<file path="src/rtl/fp_pkg.sv">
// Shared constants, FSM state codes and 8-bit code layout for the float encode/decode path.
package fp_pkg;

    localparam int unsigned EXP_W  = 3;
    localparam int unsigned MANT_W = 4;
    localparam int unsigned OUT_W  = 12;
    localparam int unsigned CODE_W = 1 + EXP_W + MANT_W;

    localparam logic [1:0] ST_IDLE  = 2'd0;
    localparam logic [1:0] ST_SHIFT = 2'd1;
    localparam logic [1:0] ST_OUT   = 2'd2;

    typedef struct packed {
        logic              s;
        logic [EXP_W-1:0]  e;
        logic [MANT_W-1:0] f;
    } fp_code_t;

    function automatic fp_code_t unpack_code(input logic [CODE_W-1:0] raw);
        return fp_code_t'(raw);
    endfunction

endpackage

</file>
<file path="src/rtl/fp_decode_if.sv">
// Input code and output result handshakes of fp_decode; the slave modport is the decoder side.
interface fp_decode_if #(
    parameter int unsigned EXP_W  = fp_pkg::EXP_W,
    parameter int unsigned MANT_W = fp_pkg::MANT_W,
    parameter int unsigned OUT_W  = fp_pkg::OUT_W
) ();

    logic              in_valid;
    logic              in_ready;
    logic              S;
    logic [EXP_W-1:0]  E;
    logic [MANT_W-1:0] F;
    logic [OUT_W-1:0]  D;
    logic              out_valid;
    logic              out_ready;

    modport master (
        output in_valid, S, E, F, out_ready,
        input  in_ready, D, out_valid
    );

    modport slave (
        input  in_valid, S, E, F, out_ready,
        output in_ready, D, out_valid
    );

endinterface

</file>
<file path="src/rtl/fpdec_shift_unit.sv">
// Magnitude datapath: serial shift by E (default) or one-step barrel shift when FPDEC_BARREL_EN is defined.
module fpdec_shift_unit #(
    parameter int unsigned EXP_W  = fp_pkg::EXP_W,
    parameter int unsigned MANT_W = fp_pkg::MANT_W,
    parameter int unsigned OUT_W  = fp_pkg::OUT_W
) (
    input  logic              clk,
    input  logic              rst_n,
    input  logic              load_i,
    input  logic              step_i,
    input  logic [EXP_W-1:0]  e_i,
    input  logic [MANT_W-1:0] f_i,
    output logic [OUT_W-2:0]  mag_o,
    output logic              done_o
);

    localparam int unsigned MAG_W = OUT_W - 1;

    logic [MAG_W-1:0] f_ext;
    logic [MAG_W-1:0] mag_q, mag_d;

    assign f_ext = {{(MAG_W-MANT_W){1'b0}}, f_i};
    assign mag_o = mag_q;

`ifdef FPDEC_BARREL_EN
    // The whole shift happens on the load edge, so the magnitude is ready in the next state.
    logic unused_step;
    logic unused_e;
    assign unused_step = step_i;
    assign unused_e    = 1'b0;
    assign done_o      = 1'b1;

    always_comb begin
        mag_d = mag_q;
        if (load_i) begin
            mag_d = f_ext << e_i;
        end
    end
`else
    logic [EXP_W-1:0] cnt_q, cnt_d;

    assign done_o = (cnt_q == '0);

    always_comb begin
        mag_d = mag_q;
        cnt_d = cnt_q;
        if (load_i) begin
            mag_d = f_ext;
            cnt_d = e_i;
        end else if (step_i && (cnt_q != '0)) begin
            mag_d = mag_q << 1;
            cnt_d = cnt_q - 1'b1;
        end
    end

    always_ff @(posedge clk or negedge rst_n) begin
        if (!rst_n) begin
            cnt_q <= '0;
        end else begin
            cnt_q <= cnt_d;
        end
    end
`endif

    always_ff @(posedge clk or negedge rst_n) begin
        if (!rst_n) begin
            mag_q <= '0;
        end else begin
            mag_q <= mag_d;
        end
    end

endmodule

</file>
<file path="src/rtl/fp_decode.sv">
// Expands an {S,E,F} float code into a two's-complement linear value behind valid/ready handshakes.
// Define FPDEC_BARREL_EN for fixed one-cycle latency via a barrel shifter instead of serial shifting.
module fp_decode
    import fp_pkg::*;
#(
    parameter int unsigned EXP_W  = fp_pkg::EXP_W,
    parameter int unsigned MANT_W = fp_pkg::MANT_W,
    parameter int unsigned OUT_W  = fp_pkg::OUT_W
) (
    input  logic        clk,
    input  logic        rst_n,
    fp_decode_if.slave  bus
);

    logic [1:0]       state_q, state_d;
    logic             sgn_q, sgn_d;
    logic [OUT_W-1:0] d_q, d_d;
    logic             out_valid_q, out_valid_d;

    logic             load;
    logic             step;
    logic             done;
    logic [OUT_W-2:0] mag;
    logic [OUT_W-1:0] mag_ext;

    fpdec_shift_unit #(
        .EXP_W  (EXP_W),
        .MANT_W (MANT_W),
        .OUT_W  (OUT_W)
    ) u_shift (
        .clk    (clk),
        .rst_n  (rst_n),
        .load_i (load),
        .step_i (step),
        .e_i    (bus.E),
        .f_i    (bus.F),
        .mag_o  (mag),
        .done_o (done)
    );

    assign mag_ext       = {1'b0, mag};
    assign bus.in_ready  = (state_q == ST_IDLE);
    assign bus.out_valid = out_valid_q;
    assign bus.D         = d_q;

    always_comb begin
        state_d     = state_q;
        sgn_d       = sgn_q;
        d_d         = d_q;
        out_valid_d = out_valid_q;
        load        = 1'b0;
        step        = 1'b0;
        case (state_q)
            ST_IDLE: begin
                if (bus.in_valid) begin
                    load    = 1'b1;
                    sgn_d   = bus.S;
                    state_d = ST_SHIFT;
                end
            end
            ST_SHIFT: begin
                step = 1'b1;
                if (done) begin
                    // Negating a zero magnitude yields zero, so S=1,F=0 never produces a negative zero.
                    d_d         = sgn_q ? ('0 - mag_ext) : mag_ext;
                    out_valid_d = 1'b1;
                    state_d     = ST_OUT;
                end
            end
            ST_OUT: begin
                if (bus.out_ready) begin
                    out_valid_d = 1'b0;
                    state_d     = ST_IDLE;
                end
            end
            default: begin
                state_d     = ST_IDLE;
                out_valid_d = 1'b0;
            end
        endcase
    end

    always_ff @(posedge clk or negedge rst_n) begin
        if (!rst_n) begin
            state_q     <= ST_IDLE;
            sgn_q       <= 1'b0;
            d_q         <= '0;
            out_valid_q <= 1'b0;
        end else begin
            state_q     <= state_d;
            sgn_q       <= sgn_d;
            d_q         <= d_d;
            out_valid_q <= out_valid_d;
        end
    end

endmodule

</file>
<file path="src/flat_wrapper.sv">
// flat-port wrapper written by rule: the top's interface ports become plain ports
module fp_decode_flat import fp_pkg::*;
#(
    parameter int unsigned EXP_W  = fp_pkg::EXP_W,
    parameter int unsigned MANT_W = fp_pkg::MANT_W,
    parameter int unsigned OUT_W  = fp_pkg::OUT_W
)
  (clk, rst_n, bus_in_valid, bus_S, bus_E, bus_F, bus_out_ready, bus_in_ready, bus_D, bus_out_valid);
  fp_decode_if #(.EXP_W(EXP_W), .MANT_W(MANT_W), .OUT_W(OUT_W)) bus_i ();
  input  logic clk;
  input  logic rst_n;
  input wire logic [$bits(bus_i.in_valid)-1:0] bus_in_valid;
  input wire logic [$bits(bus_i.S)-1:0] bus_S;
  input wire logic [$bits(bus_i.E)-1:0] bus_E;
  input wire logic [$bits(bus_i.F)-1:0] bus_F;
  input wire logic [$bits(bus_i.out_ready)-1:0] bus_out_ready;
  output wire logic [$bits(bus_i.in_ready)-1:0] bus_in_ready;
  output wire logic [$bits(bus_i.D)-1:0] bus_D;
  output wire logic [$bits(bus_i.out_valid)-1:0] bus_out_valid;
  assign bus_i.in_valid = bus_in_valid;
  assign bus_i.S = bus_S;
  assign bus_i.E = bus_E;
  assign bus_i.F = bus_F;
  assign bus_i.out_ready = bus_out_ready;
  assign bus_in_ready = bus_i.in_ready;
  assign bus_D = bus_i.D;
  assign bus_out_valid = bus_i.out_valid;
  fp_decode #(.EXP_W(EXP_W), .MANT_W(MANT_W), .OUT_W(OUT_W)) u_core (.clk(clk), .rst_n(rst_n), .bus(bus_i));
endmodule
</file>
<file path="config.mk">
export PLATFORM = sky130hd
export DESIGN_NAME = fp_decode_flat
export DESIGN_NICKNAME = d
export VERILOG_FILES = /design/src/rtl/fp_pkg.sv /design/src/rtl/fp_decode_if.sv /design/src/rtl/fpdec_shift_unit.sv /design/src/rtl/fp_decode.sv /design/src/flat_wrapper.sv
export SDC_FILE = /design/constraint.sdc
export NUM_CORES = 1
export LEC_CHECK = 0
export ABC_AREA = 1
export BUFFER_PORTS_ARGS = -buffer_cell sky130_fd_sc_hd__buf_2
export CAP_MARGIN = 40
export CORE_MARGIN = 8
export CORE_UTILIZATION = 55
export DETAILED_ROUTE_END_ITERATION = 7
export PLACE_DENSITY = 0.83
export SYNTH_ARGS = -nofsm -noshare
export SYNTH_HDL_FRONTEND = slang
export SYNTH_SLANG_ARGS = --single-unit
</file>
<file path="constraint.sdc">
create_clock -name clk -period 1.45 [get_ports clk]
set_input_delay 0.145 -clock clk [delete_from_list [all_inputs] [get_ports clk]]
set_output_delay 0.145 -clock clk [all_outputs]
set_load 0.02 [all_outputs]
</file>
Word level (Yosys, flattened, before mapping)
Index checks and enable logic that the tools add are counted.
- bits in registers: 30
- output and inout port bits: 14
- logic and storage cells: 38
- $add $sub $neg: 2
- eq/ne operators: 5
- muxes and demuxes: 15
- bitwise gates (word level): 1
- reduce and logical (&&, ||, !) cells: 9
- operators with widths (kind ; count):
    11-bit two-way mux ; 2
    12-bit two-way mux ; 1
    1-bit by 11-bit subtractor with 12-bit output, first input constant ; 1
    2-bit two-way mux ; 3
    3-bit two-way mux ; 2
    2-bit one-hot mux with 3 select lines ; 1
    3-bit AND reduction ; 2
    1-bit two-way mux ; 5
    2-bit != test, second input constant ; 2
    2-bit AND reduction ; 2
    3-bit zero test ; 1
    1-bit one-hot mux with 3 select lines ; 1
    3-bit nonzero test ; 1
    3-bit by 1-bit subtractor with 3-bit output, second input constant ; 1
    2-bit by 1-bit equality test with 1-bit output, second input constant ; 1
    2-bit equality test, second input constant ; 1
    2-bit zero test ; 1
    2-bit by 1-bit != test with 1-bit output, second input constant ; 1
    2-bit nonzero test ; 1
    1-bit logical AND ; 1
    1-bit inverter ; 1

Depth between registers and ports, before layout
Gate-level depths: netlist (run 1).
- depth in word-level cells: 5
- mapped depth: 10

Cells and area by module
A second synthesis (run 1) with hierarchy kept.
- cells, all modules: 218
- area, all modules: 1734.2 um^2
- modules (own cells, without submodules) (module ; times used ; cells an instance ; area an instance (um^2)):
    fp_decode ; 1 ; 122 ; 938.4
    fpdec_shift_unit ; 1 ; 96 ; 795.8

Worst setup path before layout (run 1)
No wires, ideal clock.
- kind: reg-to-reg
- from: register u_core.state_q[0]
- to: register u_core.u_shift.cnt_q[0]
- arrival time: 1.208 ns
- required time: 1.323 ns
- path slack: 0.115 ns
- cell stages (with the launch flop): 6
- path buffers: 1
- path through: dfrtp_1 > nor2_2 > nand2_4 > nand2_4 > buf_12 > o211ai_2
- elaborated cells on any way between the ends: 7
- classes of those cells: eq/ne (1); mux (3); reduce/logical (3)
- RTL lines (what ; line ; text):
    start: declaration ; fp_decode.sv:15 ; logic [1:0] state_q, state_d;
    start signal: assignment ; fp_decode.sv:90 ; state_q <= state_d;
    2-bit zero test (*) ; -- ;
    named net bus_in_ready ; flat_wrapper.sv:17 ; output wire logic [$bits(bus_i.in_ready)-1:0] bus_in_ready;
    1-bit two-way mux (*) ; fp_decode.sv:53 ; case (state_q)
    3-bit two-way mux or 2-bit nonzero test (tied branches) ; -- ;
    end signal: assignment ; fpdec_shift_unit.sv:60 ; cnt_q <= cnt_d;
    end: declaration ; fpdec_shift_unit.sv:40 ; logic [EXP_W-1:0] cnt_q, cnt_d;
Mark *: on every way through the listed nets, which the timed path passes. The rest lies on a longest branch.
A chain may end at the register's enable or synchronous reset.

Worst setup path after layout (run 1)
- from: register u_core.state_q[0]
- to: output port bus_in_ready
- cells in the longest elaborated chain, start to end: 1
- ends and longest elaborated chain (what ; line ; text):
    2-bit zero test ; fp_decode.sv:42 ; assign bus.in_ready = (state_q == ST_IDLE);
    end: declaration ; flat_wrapper.sv:17 ;
No other way between the ends.

==> reports/results.tsv, run 1 <==
stage	metric	value	unit
outcome	outcome	finished, final reports clean	
pwr	Design Power	0.00459	W
route	final wirelength	3290	um
layout	commonest non-fill, non-tap cell in the layout	nand2_1	
pwr	Max IR drop VDD	0.00161	V
layout	antenna cells	0	
layout	fraction of layout cells with a size suffix above 1	31.0	%
route	vias per cell	5.36	
layout	Non-Filler Instances	247	
timing	Fmax	728	MHz
layout	nets	230	
critical_path	FF-to-FF setup slack	90	ps
layout	final core utilization	67.3	%
synth	Seq/Total Area, Yosys	48.6	%
floorplanning	die height	69.0	um
place	DP Wirelength	2420	um
pwr	Pleak	0.928	nW
route	Starting DRT DRC Count	85	
critical_path	Setup CP Type	flip-flop to primary output	
floorplanning	initial core utilization	57.0	%
synth	Synth Warn #	0	
critical_path	beginning of the critical path	u_core.state_q[0]	
synth	Post-Syn Instances	177	
synth	Syn Area/Cell	8.73	um^2
job	max_cap viols	0	
route	wire per inst	13.3	um
place	PortBufs	25	
place	dpl cells	233	
grt	largest net degree at the start of global routing	31	
floorplanning	# IOs	26	
timing	relative slew slack	57.2	%
timing	Final Cycle Share	94.7	%
critical_path	reg-to-reg endpoint	u_core.bus.D[10]	
floorplanning	die width	69.0	um
clocking	clk slew on worst S/H paths	90	ps
critical_path	crit start category	flip-flop	
synth	synthesized area	0.00155	mm^2
clocking	root buf cell	clkbuf_4	
critical_path	Levels on crit path	2	
grt	vias in the first global route	1345	
critical_path	CP max stage delay	450	ps
grt	first-pass GRT wire length	5860	um
route	DRC	0	
clocking	CTS Buffer Depth	2	
grt	initial antenna violation count	0	
floorplanning	die area	0.00476	mm^2
grt	Tot GR Track Use	14.5	%
clocking	clock sink count	30	
floorplanning	Cell Rows	19	
timing	post-route setup slack	77.1	ps
worst_hold_path	Min-Delay Path Class	input pin to flip-flop	
timing	Max Clock Skew	5.87	ps
clocking	CTS HTree Levels	2	
critical_path	Crit path max-delay family	flip-flops	
critical_path	Critical Path Sink Type	primary output	
critical_path	Crit Path Max Fanout	4	
timing	Setup Viol. Count Final	0	
route	vias post-DR	1324	
route	post-route ant nets	0	
clocking	Worst-Skew Late Latency	330	ps
critical_path	Slowest-stage cell, CP	dfrtp_1	
critical_path	CP arrival	1230	ps
route	TritonRoute pass-1 iters	4	
clocking	TritonCTS clock tree	yes	
timing	final hold violations	0	
synth	post-synth cell types	27	
layout	Layout area overhead	18.0	%
grt	gr ovfl total	0	
place	gpl congestion	0.921	
critical_path	Req. time, crit path	1310	ps
timing	worst slew pin tran	642	ps
synth	flops & latches, synth	30	
timing	fin crit period	1370	ps
clocking	total clock buffers created by CTS	5	
floorplanning	Core ar.	0.00271	mm^2
timing	Max Slew Vio Count	0	
pwr	power density over the cells	2520	mW/mm^2
layout	most frequent cells in the layout	nand2_1, dfrtp_1, buf_2, inv_1, nand3_1	
critical_path	CP Cell Sequence	nor2_2, buf_2	
synth	Synthesized Nets	192	
critical_path	r2r startpoint	u_core.u_shift.mag_o[1]	
place	worst slack at placement	-4.56	ps
critical_path	crit path capture	bus_in_ready	
critical_path	CP Buf/Inv Count	1	
critical_path	Worst Reg-to-Reg Cells	9	
-- worst min-delay path, delay by kind of cell --
| family | cells | cell delay [ps] |
|---|---|---|
| compound gates | 1 | 60 |
| buf+inv | 1 | 70 |
| simple gates | 1 | 40 |
-- what timing repair did --
item	in CTS	in global routing
buffers inserted	0	5
gates resized for setup	2	7
hold buffers	1	0
pin swaps	0	2
setup endpoints to repair	2	7
hold endpoints to repair	30	0
-- metal layers --
metal  GRT usage [%]  vias to the layer above  wire, um
li1                -                      653         -
met2            22.0                       45      1530
met5               0                        -         0
met1            17.8                      622      1520
met3            4.29                        4       195
met4            7.97                        0        44
-- cell type report --
class                           instances  area [um^2]
Timing Repair Buffer                   35          203
Tap cell                               31         38.8
Sequential cell                        30          751
Inverter                               23         95.1
Fill cell                             214          887
Clock buffer                            7         55.1
Clock inverter                          1         5.00
Multi-Input combinational cell        120          676
-- registers in the layout, summed over array words and instances (netlist names) --
signal                flops
u_core.bus.D             12
u_core.bus.out_valid      1
u_core.sgn_q              1
u_core.state_q            2
u_core.u_shift.cnt_q      3
u_core.u_shift.mag_o     11
-- cell families after synthesis --
group                    synth area share (%)
buffers and inverters                    8.99
flip-flops                               48.6
AO/OA/AOI/OAI                            14.1
AND/OR/NAND/NOR                          23.6
adder cells (fa/ha/maj)                  2.43
XOR/XNOR                                 2.27
-- stage by stage --
stage	hold WS (ps)	cell area [um^2]	setup TNS, ps
6_report	20.3	1820	0
5_1_grt	19.5	1820	-1.92
4_1_cts	13.0	1760	0
3_5_place_dp	209	1690	-4.56
3_3_place_gp	200	1690	0
2_1_floorplan	-151	1550	0
-- Yosys cell counts (all sizes together) --
master	number	area, um^2
a21oi	1	5.00
a31oi	3	18.8
buf	4	47.5
clkinv	1	8.76
dfrtp	30	751
ha	3	37.5
inv	22	82.6
nand2	46	188
nand3	19	108
nor2	13	53.8
nor3	2	10.0
o211ai	2	20.0
o21ai	21	135
o221ai	3	26.3
o22ai	2	12.5
or2	1	6.26
xnor2	1	8.76
xor2	3	26.3
-- where the power goes --
| group | switching [W] | leakage, nW | internal [W] |
|---|---|---|---|
| registers | 0.000272 | 0.382 | 0.00121 |
| logic | 0.00163 | 0.511 | 0.000972 |
| clock network | 0.000279 | 0.0353 | 0.000235 |
| total | 0.00218 | 0.928 | 0.00241 |
-- worst min-delay path by stage --
stage          startpoint                       to  slack, ps  cells past startpoint
6_report         bus_E[1]  u_core.u_shift.cnt_q[1]         20                      3
5_1_grt          bus_F[1]  u_core.u_shift.mag_o[1]         20                      3
4_1_cts          bus_F[0]  u_core.u_shift.mag_o[0]         10                      3
3_5_place_dp        rst_n          u_core.bus.D[3]        210                      1
3_3_place_gp        rst_n          u_core.bus.D[2]        200                      1
2_1_floorplan       rst_n          u_core.bus.D[0]       -150                      0
Power figures use the tool's default switching activity.
==> run 2: changes to the inputs <==
RECOVER_POWER = 50   (was default)
==> run 2 against run 1 <==
Effect of this change: flip-flop and latch count stayed put; power shrank 0.37%; hold slack barely moved; routed wire length up 0.55%; sequential share of layout area is 0.20 points higher; utilization down 0.32 points; first-iteration DRC count decreased by 2.4%.
==> reports/results.tsv, run 2 (synthesis results as in run 1) <==
stage	metric	value	unit	change
place	gpl congestion	0.921		unchanged
timing	final hold violations	0		unchanged
floorplanning	initial core utilization	57.0	%	unchanged
layout	register area	751	um^2	unchanged
layout	max FFs per register	12		unchanged
critical_path	Slowest-stage cell, CP	dfrtp_1		
route	wire length on met2	1530	um	-0.26%
grt	vias in the first global route	1345		unchanged
clocking	CTS Buffer Depth	2		unchanged
route	vias per cell	5.37		+0.23%
critical_path	CP arrival	1230	ps	about the same
timing	Max Slew Vio Count	0		unchanged
floorplanning	Cell Rows	19		unchanged
timing	relative slew slack	52.4	%	-4.8 points
grt	gr ovfl total	0		unchanged
critical_path	CP max stage delay	450	ps	about the same
grt	first-pass GRT wire length	5860	um	unchanged
pwr	power density over the cells	2520	mW/mm^2	+0.11%
critical_path	crit start category	flip-flop		
outcome	outcome	finished, final reports clean		
timing	Setup Viol. Count Final	0		unchanged
layout	antenna cells	0		unchanged
clocking	TritonCTS clock tree	yes		
layout	area of the multi-input gates	676	um^2	unchanged
job	max_cap viols	0		unchanged
floorplanning	# IOs	26		unchanged
clocking	clk slew on worst S/H paths	90	ps	about the same
timing	Setup TNS	0	ps	unchanged
route	final wirelength	3310	um	+0.55%
layout	fraction of layout cells with a size suffix above 1	27.8	%	-3.2 points
layout	nets	230		unchanged
timing	Final Cycle Share	94.7	%	about the same
timing	WHS	20.5	ps	+0.217 ps
clocking	clock sink count	30		unchanged
layout	commonest non-fill, non-tap cell in the layout	nand2_1		
layout	Layout area overhead	17.4	%	
timing	fin crit period	1370	ps	-0.218 ps
critical_path	Critical Path Sink Type	primary output		
timing	Fmax	728	MHz	about the same
place	DP Wirelength	2420	um	unchanged
critical_path	Crit Path Max Fanout	4		unchanged
pwr	Max IR drop VDD	0.00159	V	-1.0%
timing	worst slew pin tran	714	ps	+72.6 ps
critical_path	Crit path max-delay family	flip-flops		
floorplanning	die area	0.00476	mm^2	unchanged
timing	post-route setup slack	77.3	ps	+0.218 ps
floorplanning	die width	69.0	um	unchanged
route	wire per inst	13.4	um	+0.55%
timing	Max Clock Skew	5.93	ps	+0.0546 ps
route	Starting DRT DRC Count	83		-2.4%
layout	most frequent cells in the layout	nand2_1, dfrtp_1, inv_1, nand3_1, buf_2		
clocking	root buf cell	clkbuf_4		
critical_path	Setup CP Type	flip-flop to primary output		
clocking	Worst-Skew Late Latency	330	ps	about the same
critical_path	Req. time, crit path	1310	ps	about the same
place	Cell Area, Placed	0.00169	mm^2	unchanged
grt	Tot GR Track Use	14.5	%	unchanged
pwr	Pleak	0.905	nW	-2.6%
clocking	total clock buffers created by CTS	5		unchanged
grt	initial antenna violation count	0		unchanged
critical_path	CP Buf/Inv Count	1		unchanged
route	TritonRoute pass-1 iters	4		unchanged
route	post-route ant nets	0		unchanged
floorplanning	die height	69.0	um	unchanged
floorplanning	Core ar.	0.00271	mm^2	unchanged
route	met1 wire length	1540	um	+1.8%
route	vias post-DR	1327		+0.23%
place	worst slack at placement	-4.56	ps	unchanged
worst_hold_path	Min-Delay Path Class	input pin to flip-flop		
critical_path	CP Cell Sequence	nor2_2, buf_2		
place	PortBufs	25		unchanged
route	max layer used	met4		
layout	fillers	219		+2.3%
route	DRC	0		unchanged
clocking	CTS HTree Levels	2		unchanged
layout	cell area after layout	0.00181	mm^2	-0.48%
route	met3 routed wirelength	190	um	-2.6%
grt	largest net degree at the start of global routing	31		unchanged
-- run 2: cell types whose count changed in the layout (fill, tap and decap cells not counted) --
cell,delta
clkbuf_2,+1
buf_2,-8
clkbuf_1,+7
-- run 2: path summary, 6_finish.rpt --
path | from | endpoint | slack [ps] | cells after the start
max | u_core.state_q[0] | bus_in_ready | 80 | 2
min | bus_E[1] | u_core.u_shift.cnt_q[1] | 20 | 3
max reg2reg | u_core.u_shift.mag_o[1] | u_core.bus.D[10] | 80 | 9
min reg2reg | u_core.bus.D[8] | u_core.bus.D[8] | 480 | 2
max in group asynchronous | rst_n | u_core.u_shift.mag_o[1] | 600 | 2
min in group asynchronous | rst_n | u_core.u_shift.mag_o[3] | 390 | 2
-- run 2: power by group --
group | leakage, nW | total (W) | switching [W] | internal [W]
Combinational | 0.487 | 0.00258 | 0.00163 | 0.000948
Sequential | 0.382 | 0.00148 | 0.000276 | 0.00121
Clock | 0.0353 | 0.000513 | 0.000278 | 0.000235
Total | 0.905 | 0.00457 | 0.00218 | 0.00239
-- run 2: metrics by stage --
step / std cells / total power (W) / util [%]
CTS: 242 / 0.00439 / 65.1
detailed placement: 233 / 0.00385 / 62.4
global placement: 233 / 0.00376 / 62.4
finish: 247 / 0.00457 / 66.9
floorplan: 177 / 0.00334 / -
global route: 247 / 0.00498 / 66.9
-- run 2: layer usage --
metal / vias to the layer above / track usage (%)
met5: - / 0
met4: 0 / 7.97
met3: 4 / 4.29
met2: 42 / 22.0
met1: 628 / 17.8
li1: 653 / -
-- run 2: area by class of cell --
class	instances	share of cell area, %
clock inverters	1	0.276
multi-input cells	120	37.2
clock buffers	7	3.03
well taps	31	2.14
inverters	23	5.24
repair buffers	35	10.7
flip-flops and latches	30	41.4
-- run 2: timing repair --
item                       4_1_cts  5_1_grt
buffers inserted                 0        5
resized for setup                2        7
hold buffers                     1        0
pin swaps                        0        2
setup endpoints to repair        2        7
hold endpoints to repair        30        0
gates cloned                     0        0
-- run 2: tightest hold or removal path, cell delays in order --
cell	delay, ps
buf_2	70
nand2_1	40
o221ai_1	60
